### config.mk
export PLATFORM = sky130hd
export DESIGN_NAME = reg_bank
export DESIGN_NICKNAME = d
export VERILOG_FILES = /design/src/rtl/reg_bank_pkg.sv /design/src/rtl/reg_bank_cell.sv /design/src/rtl/reg_bank.sv
export SDC_FILE = /design/constraint.sdc
export NUM_CORES = 1
export LEC_CHECK = 0
export CORE_MARGIN = 2
export CORE_UTILIZATION = 31
export DETAILED_ROUTE_END_ITERATION = 8
export PLACE_DENSITY = 0.57
export REMOVE_ABC_BUFFERS = 1
export SLEW_MARGIN = 10
export SYNTH_ARGS = -nofsm -noshare
export SYNTH_HDL_FRONTEND = slang
export SYNTH_HIERARCHICAL = 1
export SYNTH_SLANG_ARGS = --single-unit
### constraint.sdc
create_clock -name Clock -period 2.45 [get_ports Clock]
set_input_delay 0.3675 -clock Clock [delete_from_list [all_inputs] [get_ports Clock]]
set_output_delay 0.3675 -clock Clock [all_outputs]
set_load 0.05 [all_outputs]
### src/rtl/reg_bank_pkg.sv
// ============================================================================
// Module : reg_bank_pkg
// Brief  : Shared FunSel encodings for the register bank and ALU controller.
// Rev    : 1.0 - initial release
// ============================================================================
`default_nettype none

package reg_bank_pkg;

    typedef enum logic [2:0] {
        FS_DEC  = 3'b000,
        FS_INC  = 3'b001,
        FS_LOAD = 3'b010,
        FS_CLR  = 3'b011,
        FS_LOWZ = 3'b100,
        FS_LOW  = 3'b101,
        FS_HIGH = 3'b110,
        FS_SEXT = 3'b111
    } funsel_e;

endpackage

`default_nettype wire

### src/rtl/reg_bank_cell.sv
// ============================================================================
// Module : reg_cell
// Brief  : One WIDTH-bit register with inc/dec wrap or saturate detection.
// Rev    : 1.0 - initial release
// ============================================================================
`default_nettype none

module reg_cell
    import reg_bank_pkg::*;
#(
    parameter int               WIDTH     = 16,
    parameter int               SATURATE  = 0,
    parameter logic [WIDTH-1:0] RESET_VAL = '0
) (
    input  logic             Clock,
    input  logic             Reset,
    input  logic             i_en,
    input  funsel_e          i_funsel,
    input  logic [WIDTH-1:0] i_data,
    output logic [WIDTH-1:0] o_q,
    output logic             o_wrap
);

    logic [WIDTH-1:0] r_q;
    logic             r_wrap;
    logic [WIDTH-1:0] w_next;
    logic             w_wrap;

    always_comb begin
        w_next = r_q;
        w_wrap = 1'b0;
        case (i_funsel)
            FS_DEC: begin
                w_next = r_q - WIDTH'(1);
                if (~|r_q) begin
                    w_wrap = 1'b1;
                    if (SATURATE != 0) w_next = r_q;
                end
            end
            FS_INC: begin
                w_next = r_q + WIDTH'(1);
                if (&r_q) begin
                    w_wrap = 1'b1;
                    if (SATURATE != 0) w_next = r_q;
                end
            end
            FS_LOAD: w_next = i_data;
            FS_CLR:  w_next = '0;
            FS_LOWZ: w_next = {{(WIDTH-8){1'b0}}, i_data[7:0]};
            FS_LOW:  w_next = {r_q[WIDTH-1:8], i_data[7:0]};
            FS_HIGH: w_next = {i_data[7:0], r_q[WIDTH-9:0]};
            FS_SEXT: w_next = {{(WIDTH-8){i_data[7]}}, i_data[7:0]};
            default: w_next = r_q;
        endcase
    end

    always_ff @(posedge Clock or posedge Reset) begin
        if (Reset) begin
            r_q    <= RESET_VAL;
            r_wrap <= 1'b0;
        end else begin
            r_wrap <= i_en & w_wrap;
            if (i_en) r_q <= w_next;
        end
    end

    assign o_q    = r_q;
    assign o_wrap = r_wrap;

endmodule

`default_nettype wire

### src/rtl/reg_bank.sv
// ============================================================================
// Module : reg_bank
// Brief  : NREG-entry register bank with shared FunSel, two read ports, flags.
// Rev    : 1.0 - initial release
// ============================================================================
`default_nettype none

module reg_bank
    import reg_bank_pkg::*;
#(
    parameter int               WIDTH     = 16,
    parameter int               NREG      = 4,
    parameter int               SATURATE  = 0,
    parameter logic [WIDTH-1:0] RESET_VAL = '0,
    localparam int              SELW      = (NREG > 1) ? $clog2(NREG) : 1
) (
    input  logic             Clock,
    input  logic             Reset,
    input  logic [WIDTH-1:0] I,
    input  logic [NREG-1:0]  E,
    input  logic [2:0]       FunSel,
    input  logic [SELW-1:0]  OutASel,
    input  logic [SELW-1:0]  OutBSel,
    output logic [WIDTH-1:0] OutA,
    output logic [WIDTH-1:0] OutB,
    output logic [NREG-1:0]  Zero,
    output logic [NREG-1:0]  Wrap
);

    logic [NREG-1:0][WIDTH-1:0] w_q;
    funsel_e                    w_funsel;

    assign w_funsel = funsel_e'(FunSel);

    for (genvar k = 0; k < NREG; k++) begin : g_cell
        reg_cell #(
            .WIDTH     (WIDTH),
            .SATURATE  (SATURATE),
            .RESET_VAL (RESET_VAL)
        ) u_cell (
            .Clock    (Clock),
            .Reset    (Reset),
            .i_en     (E[k]),
            .i_funsel (w_funsel),
            .i_data   (I),
            .o_q      (w_q[k]),
            .o_wrap   (Wrap[k])
        );
        assign Zero[k] = ~|w_q[k];
    end

    // Selects with no matching register fall through to zero.
    always_comb begin
        OutA = '0;
        OutB = '0;
        for (int k = 0; k < NREG; k++) begin
            if (OutASel == SELW'(k)) OutA = w_q[k];
            if (OutBSel == SELW'(k)) OutB = w_q[k];
        end
    end

endmodule

`default_nettype wire

-- Word-level counts from Yosys, hierarchy flattened
Cells that the tools add are included.
- add/subtract/negate cells: 8
- multipliers: 0
- div/mod/pow operators: 0
- $lt $le $gt $ge: 0
- equal/unequal tests: 13
- shift operators: 0
- muxes and demuxes: 24
- bitwise logic cells: 6
- reduce and logical (&&, ||, !) cells: 23
- operator list (cell ; count):
    16-bit one-hot mux with 8 select lines ; 4
    16-bit 2-to-1 mux ; 8
    16-bit by 1-bit adder with 16-bit output (second input constant) ; 4
    16-bit AND reduction ; 4
    16-bit OR reduction ; 4
    16-bit by 1-bit subtractor with 16-bit output (second input constant) ; 4
    2-bit AND reduction ; 8
    3-bit == test (second input constant) ; 4
    2-bit == test (second input constant) ; 4
    1-bit 2-to-1 mux ; 8
    1-bit one-hot mux with 2 select lines ; 4
    3-bit by 2-bit == test with 1-bit output (second input constant) ; 2
    1-bit AND ; 4
    2-bit by 1-bit == test with 1-bit output (second input constant) ; 2
    1-bit logical NOT ; 4
    2-bit logical NOT ; 2
    3-bit by 1-bit == test with 1-bit output (second input constant) ; 1
    3-bit logical NOT ; 1
    1-bit inverter ; 2
- register bits after elaboration: 68
- bits in latches: 0
- RAM bits: 0
- ROM bits: 0
- input bits: 29
- output and inout bits: 40
- word-level logic and storage cells: 86
- memories kept: 0

-- Longest topological paths before layout
Gate-level depths: netlist (run 1).
- depth after elaboration: 5
- depth in mapped cells: 12
- gate-level depth less buffers: 10

-- Hierarchy
The synthesis (run 1) kept the hierarchy.
- modules (own cells, without submodules) (module ; instances ; cells an instance ; area an instance (um2) ; seq. area each (um2)):
    reg_cell at g_cell[1].u_cell ... ; 3 ; 229 ; 1928.1 ; 425.4
    reg_cell at g_cell[0].u_cell ; 1 ; 240 ; 1916.8 ; 425.4
    reg_bank ; 1 ; 60 ; 983.4 ; 0.0

-- Worst setup path before layout (run 1)
OpenSTA, ideal clock, no wires.
- path type: input to register
- start point: in FunSel[2]
- end point: reg g_cell[0].u_cell.r_q[14]
- setup time: 69 ps
- arrival time: 3163 ps
- data required time: 2381 ps
- slack: -782 ps
- cell stages on the path: 12
- cell sequence: clkbuf_1 -> buf_1 -> nor2_1 -> nand2_1 -> inv_1 -> fa_1 -> nand3b_1 -> a211oi_2 -> o21bai_2 -> a211o_1 -> a2111o_1 -> nand3_1
- longest elaborated chain between the ends: 3
- elaborated cells between the ends (all ways): 11
- classes of those cells: eq/ne: 7; mux: 1; bitwise: 1; reduce/logical: 2
- ends and longest elaborated chain (element ; RTL line ; RTL):
    from (decl) ; reg_bank.sv:21 ; input logic [2:0] FunSel,
    parallel branches: the longest is 3 deep, another holds 16-bit one-hot mux with 8 select lines ; -- ;
    to (signal assigned) ; reg_bank_cell.sv:63 ; if (i_en) r_q <= w_next;
    to (decl) ; reg_bank_cell.sv:24 ; logic [WIDTH-1:0] r_q;
Several ways; the timed one is not identified.
A chain may end at the register's enable or synchronous reset.

-- Worst setup path in the final report (run 1)
- start point: in OutASel[0]
- end point: out OutA[4]
- longest elaborated chain between the ends: 5
- elaborated cells between the ends (all ways): 8
- classes of those cells: eq/ne: 3; mux: 4; reduce/logical: 1
- ends and longest elaborated chain (element ; RTL line ; RTL):
    from (decl) ; reg_bank.sv:22 ; input logic [SELW-1:0] OutASel,
    2-bit logical NOT ; reg_bank.sv:57 ; if (OutASel == SELW'(k)) OutA = w_q[k];
    16-bit 2-to-1 mux (3 in a row) ; reg_bank.sv:57 ;
    16-bit 2-to-1 mux (*) ; reg_bank.sv:57 ;
    to (decl) ; reg_bank.sv:24 ; output logic [WIDTH-1:0] OutA,
Mark *: on every way between the ends. The rest lies on a longest branch, timed or not.

==> run metrics, run 1 <==
status complete, no violations; slew at the pin closest to its max-slew limit ~0.76 ns; vias in the first global route 9364; Internal around 5.3 mW; first-pass GRT wire length 53760 µm; Seq/Total Area, Yosys between 10% and 20%; routed wire length per instance 21.03 µm; Critical Path RT ~2.1 ns; Max-Cap Viols 0; Clock Pin Slew Worst Setup and Hold Paths roughly 0.060 ns; Ys Warns 6; async set-reset flop share out of synthesis 100.0%; initial core utilization 31.35%; NumNets Final ~1400; share of the synthesized area in the top cell type about a fifth; Worst setup SP type primary input; Clock Path Buffers 2; Psw around 4.2 mW; core area ~0.028 mm²; Vias/cell slightly below 6; Fin Hold WS ~0.57 ns; Final WS setup between 0.06 and 0.07 ns; initial antenna violation count 0; vias 9823; die area 0.02937 mm²; period utilization a little over nine tenths; Final Max Slew Viols 0; cell area after synthesis 0.008685 mm²; number of top-level pins slightly below 70; Max-slew headroom a little under 50%; detailed-router iteration count before antenna repair 5; CTS Buf Count 9; final WL between 30000 and 40000 µm; total congestion overflow 0; Yosys top cell by area dfrtp_1; synth unique cells a little under 80; Hold Vio Cnt, Final 0; CTS tree built; clk_lat worst skew around 0.36 ns; # DRC 0; Die Width around 170 µm; RePlAce Congestion 0.9372; sw frac roughly 44%; Port Buffers 68; # clock sinks 68; Clock Skews around 0.0098 ns; CTS Root Cell clkbuf_16; Lkg Pwr approximately 5.3 nW; pre-CTS setup slack -0.8180 ns; Tmin final between 2 and 2.5 ns; largest net degree at the start of global routing 43; H-tree lvl count 3; worst vdd ir between 0.0003 and 0.0004 V; ranking of synthesized cells by area dfrtp_1 (20%), ha_1 (8.6%), mux4_2 (5.2%); antenna diode count 0; Synth Flop Type dfrtp_1; clock power share 15.6%; Critical Path Sink Type output pin; WP data arrival 2.02 ns; Die Ht between 150 and 200 µm; Post-Syn Instances 987; Pwr Density 747.9 mW/mm²; layout cells sized above 1 about two fifths; CP Class primary input to output pin; Area growth, synth to finish 45.11%; First DRT Iteration DRCs 956; Final ANT Viol Nets 0; Final HPWL DP 27250 µm; syn_area_per_cell about 9 µm²; share of power burned in registers 17.8%; Design Power between 9 and 10 mW; FP Rows 61; EDFF count, synth 0; Min-Delay Path Class primary input to async pin; RSZ-0062 raised after global routing yes; Fmax ~420 MHz; GRT Util Overall between 20% and 30%; setup violators final 0; power share of the combinational group 66.7%; register bit total from synthesis slightly below 70; CP Max Fanout 16
==> final cells by class <==
class	instances	area [µm²]
Clock inverter	5	75.07
Multi-Input combinational cell	831	7038
Fill cell	2670	15100
Sequential cell	68	1702
Inverter	41	153.9
Clock buffer	11	242.7
Timing Repair Buffer	361	2918
Tap cell	378	473.0
==> path summary, 6_finish.rpt <==
check / depth (start not counted) / startpoint / to / slack, ns
worst max-delay path: 4 / OutASel[0] / OutA[4] / 0.06
worst min-delay path: 3 / Reset / g_cell[1].u_cell/o_q[10]$_DFFE_PP0P_ / 0.57
worst max register to register: 9 / g_cell[3].u_cell/o_q[1]$_DFFE_PP0P_ / g_cell[3].u_cell/o_q[14]$_DFFE_PP0P_ / 0.12
worst min register to register: 2 / g_cell[0].u_cell/o_q[0]$_DFFE_PP0P_ / g_cell[0].u_cell/o_q[0]$_DFFE_PP0P_ / 0.63
max in group asynchronous: 2 / Reset / g_cell[0].u_cell/o_q[7]$_DFFE_PP0P_ / 1.27
min in group Clock: 4 / FunSel[2] / g_cell[3].u_cell/o_q[1]$_DFFE_PP0P_ / 0.57
==> layout by cell type, fill, tap and decap left out, drive strengths merged, types with 15 or more instances in the layout <==
cell type and instances:
a21oi 83, nand2b 15, o21ai 67, nor2 84, nand3 27, dfrtp 68
mux4 32, nor4 32, nor3 33, a21o 21, maj3 23, xnor2 17
o32a 16, xor2 15, inv 40, nand4 24, nand2 46, a31oi 19
mux2i 26, clkdlybuf4s50 29, a211oi 22, ha 60, buf 331
==> worst max-delay path, cell delays in order <==
cell and delay [ns]:
clkdlybuf4s50_1 0.51, buf_12 0.19, mux4_1 0.69, buf_4 0.25
==> cells in the mapped netlist, types with 20 or more instances <==
cell type,number
a21oi_1,74
nor2_1,84
inv_1,40
dfrtp_1,68
nor4_1,32
o21ai_0,62
nand4_1,23
mux2i_1,26
maj3_1,23
nand2_1,46
a21o_1,21
ha_1,60
mux4_2,20
nand3_1,27
nor3_1,30
==> registers in the layout, summed over array words and instances (netlist names) <==
signal,flops
g_cell.u_cell/o_q,64
g_cell.u_cell/o_wrap,4
==> logic make-up after synthesis <==
group,Yosys count,share of synthesized area (%)
xor gates and xnor gates,32,3.227
DFF,68,19.59
and+or+nand+nor,325,19.94
buffers and inverters,88,5.950
adders and majority gates,87,12.22
muxes,71,13.50
AOI/OAI and AO/OA,316,25.57
==> routing by layer <==
layer / routed length (µm) / GRT usage (%)
met4: 1547 / 10.54
met5: 0 / 0
met3: 3093 / 5.407
met1: 15130 / 32.10
met2: 15880 / 37.38
==> power by group through the flow <==
stage               registers [mW]  logic (mW)  clock network [mW]
floorplan                     1.68        3.07                   0
global placement              1.63        5.70                   0
detailed placement            1.63        5.74                   0
CTS                           1.65        5.96                1.49
global route                  1.70        6.72                1.52
finish                        1.67        6.28                1.47
==> stage by stage <==
stage | setup TNS, ns | util [%] | instances | instance area, µm²
final | 0 | 45.49 | 1695 | 12600
after global routing | -0.1837 | 45.49 | 1695 | 12600
after CTS | 0 | 44.24 | 1688 | 12260
after detailed placement | -30.52 | 41.72 | 1665 | 11560
after global placement | -29.25 | 41.72 | 1665 | 11560
after floorplan | -5.114 | - | 940 | 8322
==> timing repair <==
action / CTS / global route
resized for setup: 59 / 51
cloned: 1 / 0
hold buffers: 0 / 0
pin swaps: 15 / 24
buffers inserted: 6 / 7
setup endpoints to repair: 44 / 27
No activity file was read; power rests on OpenSTA's default activity.
==> run 2, diff against run 1 <==
--- a/config.mk
+++ b/config.mk
@@ -5,10 +5,12 @@
 export SDC_FILE = /design/constraint.sdc
 export NUM_CORES = 1
 export LEC_CHECK = 0
+export CELL_PAD_IN_SITES_DETAIL_PLACEMENT = 1
+export CELL_PAD_IN_SITES_GLOBAL_PLACEMENT = 1
 export CORE_MARGIN = 2
 export CORE_UTILIZATION = 31
 export DETAILED_ROUTE_END_ITERATION = 8
-export PLACE_DENSITY = 0.57
+export PLACE_DENSITY = 0.68
 export REMOVE_ABC_BUFFERS = 1
 export SLEW_MARGIN = 10
 export SYNTH_ARGS = -nofsm -noshare
==> run metrics, run 2 (synthesis gave the netlist of run 1 again) <==
status complete, no violations; Final Max Slew Viols 0; core area 0.02771 mm²; initial antenna violation count 0; H-tree lvl count 3; layout cells sized above 1 35.53%; final core occ ~44%; CTS tree built; period utilization a little over nine tenths; setup violators final 0; routed wire length per instance roughly 23 µm; R2R Path End g_cell[3].u_cell/o_q[12]$_DFFE_PP0P_; most frequent cells in the layout buf_4 (305), nor2_1 (80), a21oi_1 (68), dfrtp_1 (68), o21ai_0 (54); Die Width roughly 170 µm; reg2reg path depth 8; Critical Path RT 2.08 ns; worst setup path startpoint OutBSel[0]; Min-Delay Path Class primary input to async pin; # clock sinks 68; die area between 0.02 and 0.03 mm²; final WL 38180 µm; fill count 3241; Worst setup SP type primary input; total congestion overflow 0; Port Buffers 68; FP Rows between 60 and 70; slew at the pin closest to its max-slew limit 0.7162 ns; vias in the first global route around 10000; Max-Cap Viols 0; Lkg Pwr roughly 5.2 nW; Placed Cells between 1500 and 2000; vias 9822; largest net degree at the start of global routing 31; Clock Pin Slew Worst Setup and Hold Paths 0.06 ns; WP data arrival 2.04 ns; Finished Cell Area roughly 0.012 mm²; Tmin final between 2 and 2.5 ns; Finished Layout Cells ~1700; NumNets Final around 1400; Die Ht around 170 µm; initial core utilization a little under a third; most common cell after layout, fill and taps aside buf_4; number of top-level pins around 70; detailed-router iteration count before antenna repair 5; Max-slew headroom 52.20%; First DRT Iteration DRCs between 900 and 1000; Vias/cell around 5.8; Clock Path Buffers 2; Fmax between 400 and 500 MHz; crit-path cells clkdlybuf4s50_1 -> buf_12 -> mux4_1 -> buf_4; worst vdd ir approximately 0.00035 V; critical path's top delay family buffers and inverters; CP max stage cell mux4_1; clk_lat worst skew between 0.3 and 0.4 ns; R2R Path Start g_cell[3].u_cell/o_q[1]$_DFFE_PP0P_; Hold Vio Cnt, Final 0; RSZ-0062 raised after global routing yes; hold_buf cts 0; CP Max Fanout 16; Pwr Density 761.3 mW/mm²; RePlAce Congestion just over 0.9; Design Power 9.359 mW; Placed Area 0.01151 mm²; CTS Buf Count 9; WP depth 4; first-pass GRT wire length 58720 µm; setup slack, reg-to-reg roughly 0.1 ns; Final ANT Viol Nets 0; Crit path largest cell delay about 0.70 ns; Area growth, synth to finish 41.56%; CTS Root Cell clkbuf_16; Final HPWL DP approximately 30000 µm; Clock Skews a little under 0.008 ns; CP Capture Point OutB[1]; Critical Path Sink Type output pin; # DRC 0; flip-flop count of the largest register after layout 64; CP bufs+invs 3; CP Class primary input to output pin; GRT Util Overall a little over a quarter
[run 2: worst min path at each step]
stage                                              startpoint                              endpoint  slack [ns]  cells after the start
after detailed placement  g_cell[0].u_cell/o_q[0]$_DFFE_PP0P_   g_cell[0].u_cell/o_q[0]$_DFFE_PP0P_        0.63                      2
after CTS                                               Reset  g_cell[1].u_cell/o_q[10]$_DFFE_PP0P_        0.54                      3
after global placement    g_cell[0].u_cell/o_q[0]$_DFFE_PP0P_   g_cell[0].u_cell/o_q[0]$_DFFE_PP0P_        0.61                      2
after global routing                                    Reset  g_cell[3].u_cell/o_q[10]$_DFFE_PP0P_        0.58                      3
final                                                   Reset  g_cell[1].u_cell/o_q[10]$_DFFE_PP0P_        0.56                      3
after floorplan                                         Reset   g_cell[0].u_cell/o_q[0]$_DFFE_PP0P_        0.29                      1
[run 2: layout make-up]
cell class | count | area (µm²) | share of cell area (%)
inverters | 41 | 153.9 | 1.252
flip-flops and latches | 68 | 1702 | 13.84
repair buffers | 348 | 2824 | 22.97
diodes | 1 | 2.502 | 0.02035
multi-input cells | 831 | 6814 | 55.42
clock inverters | 4 | 72.57 | 0.5903
well taps | 378 | 473.0 | 3.847
clock buffers | 11 | 252.7 | 2.056
[run 2: worst reg2reg max path, delay by kind of cell, from the launching register on]
family / cells / cell delay [ns]
flops: 1 / 0.40
simple gates: 3 / 0.89
buf+inv: 1 / 0.08
compound gates: 3 / 0.48
fa+ha+maj: 1 / 0.37
[run 2: metal layers]
| metal | up-vias | part of all wire (%) | GRT usage, % |
|---|---|---|---|
| li1 | 4473 | - | - |
| met1 | 4895 | 42 | 33.39 |
| met2 | 367 | 47 | 43.57 |
| met3 | 87 | 7.5 | 5.568 |
| met4 | 0 | 3.4 | 9.027 |
| met5 | - | 0 | 0 |
[run 2: metrics by stage]
| step | setup slack, ns | hold WS, ns | TNS, ns |
|---|---|---|---|
| 6_report | 0.04668 | 0.5576 | 0 |
| 5_1_grt | -0.01573 | 0.5782 | -0.01658 |
| 4_1_cts | 0.008435 | 0.5354 | 0 |
| 3_5_place_dp | -0.8907 | 0.6260 | -32.03 |
| 3_3_place_gp | -0.8415 | 0.6136 | -29.22 |
| 2_1_floorplan | -0.3995 | 0.2936 | -5.114 |
[run 2: power breakdown]
part           switching [mW]  total, mW  internal [mW]
combinational            3.35       6.21           2.86
clock                   0.543       1.48          0.940
sequential              0.320       1.67           1.35
[run 2: repair_timing]
action | CTS | global route
setup endpoints to repair | 46 | 24
buffers inserted | 7 | 1
gates cloned | 2 | 0
resized for setup | 62 | 25
hold endpoints to repair | 0 | 0
pin swaps | 17 | 9
==> run 3, diff against run 2 <==
--- a/config.mk
+++ b/config.mk
@@ -10,6 +10,7 @@
 export CORE_MARGIN = 2
 export CORE_UTILIZATION = 31
 export DETAILED_ROUTE_END_ITERATION = 8
+export HOLD_SLACK_MARGIN = 0.15
 export PLACE_DENSITY = 0.68
 export REMOVE_ABC_BUFFERS = 1
 export SLEW_MARGIN = 10
==> results of run 3 <==
The final DEF is identical to that of run 2; final timing and power are the same.
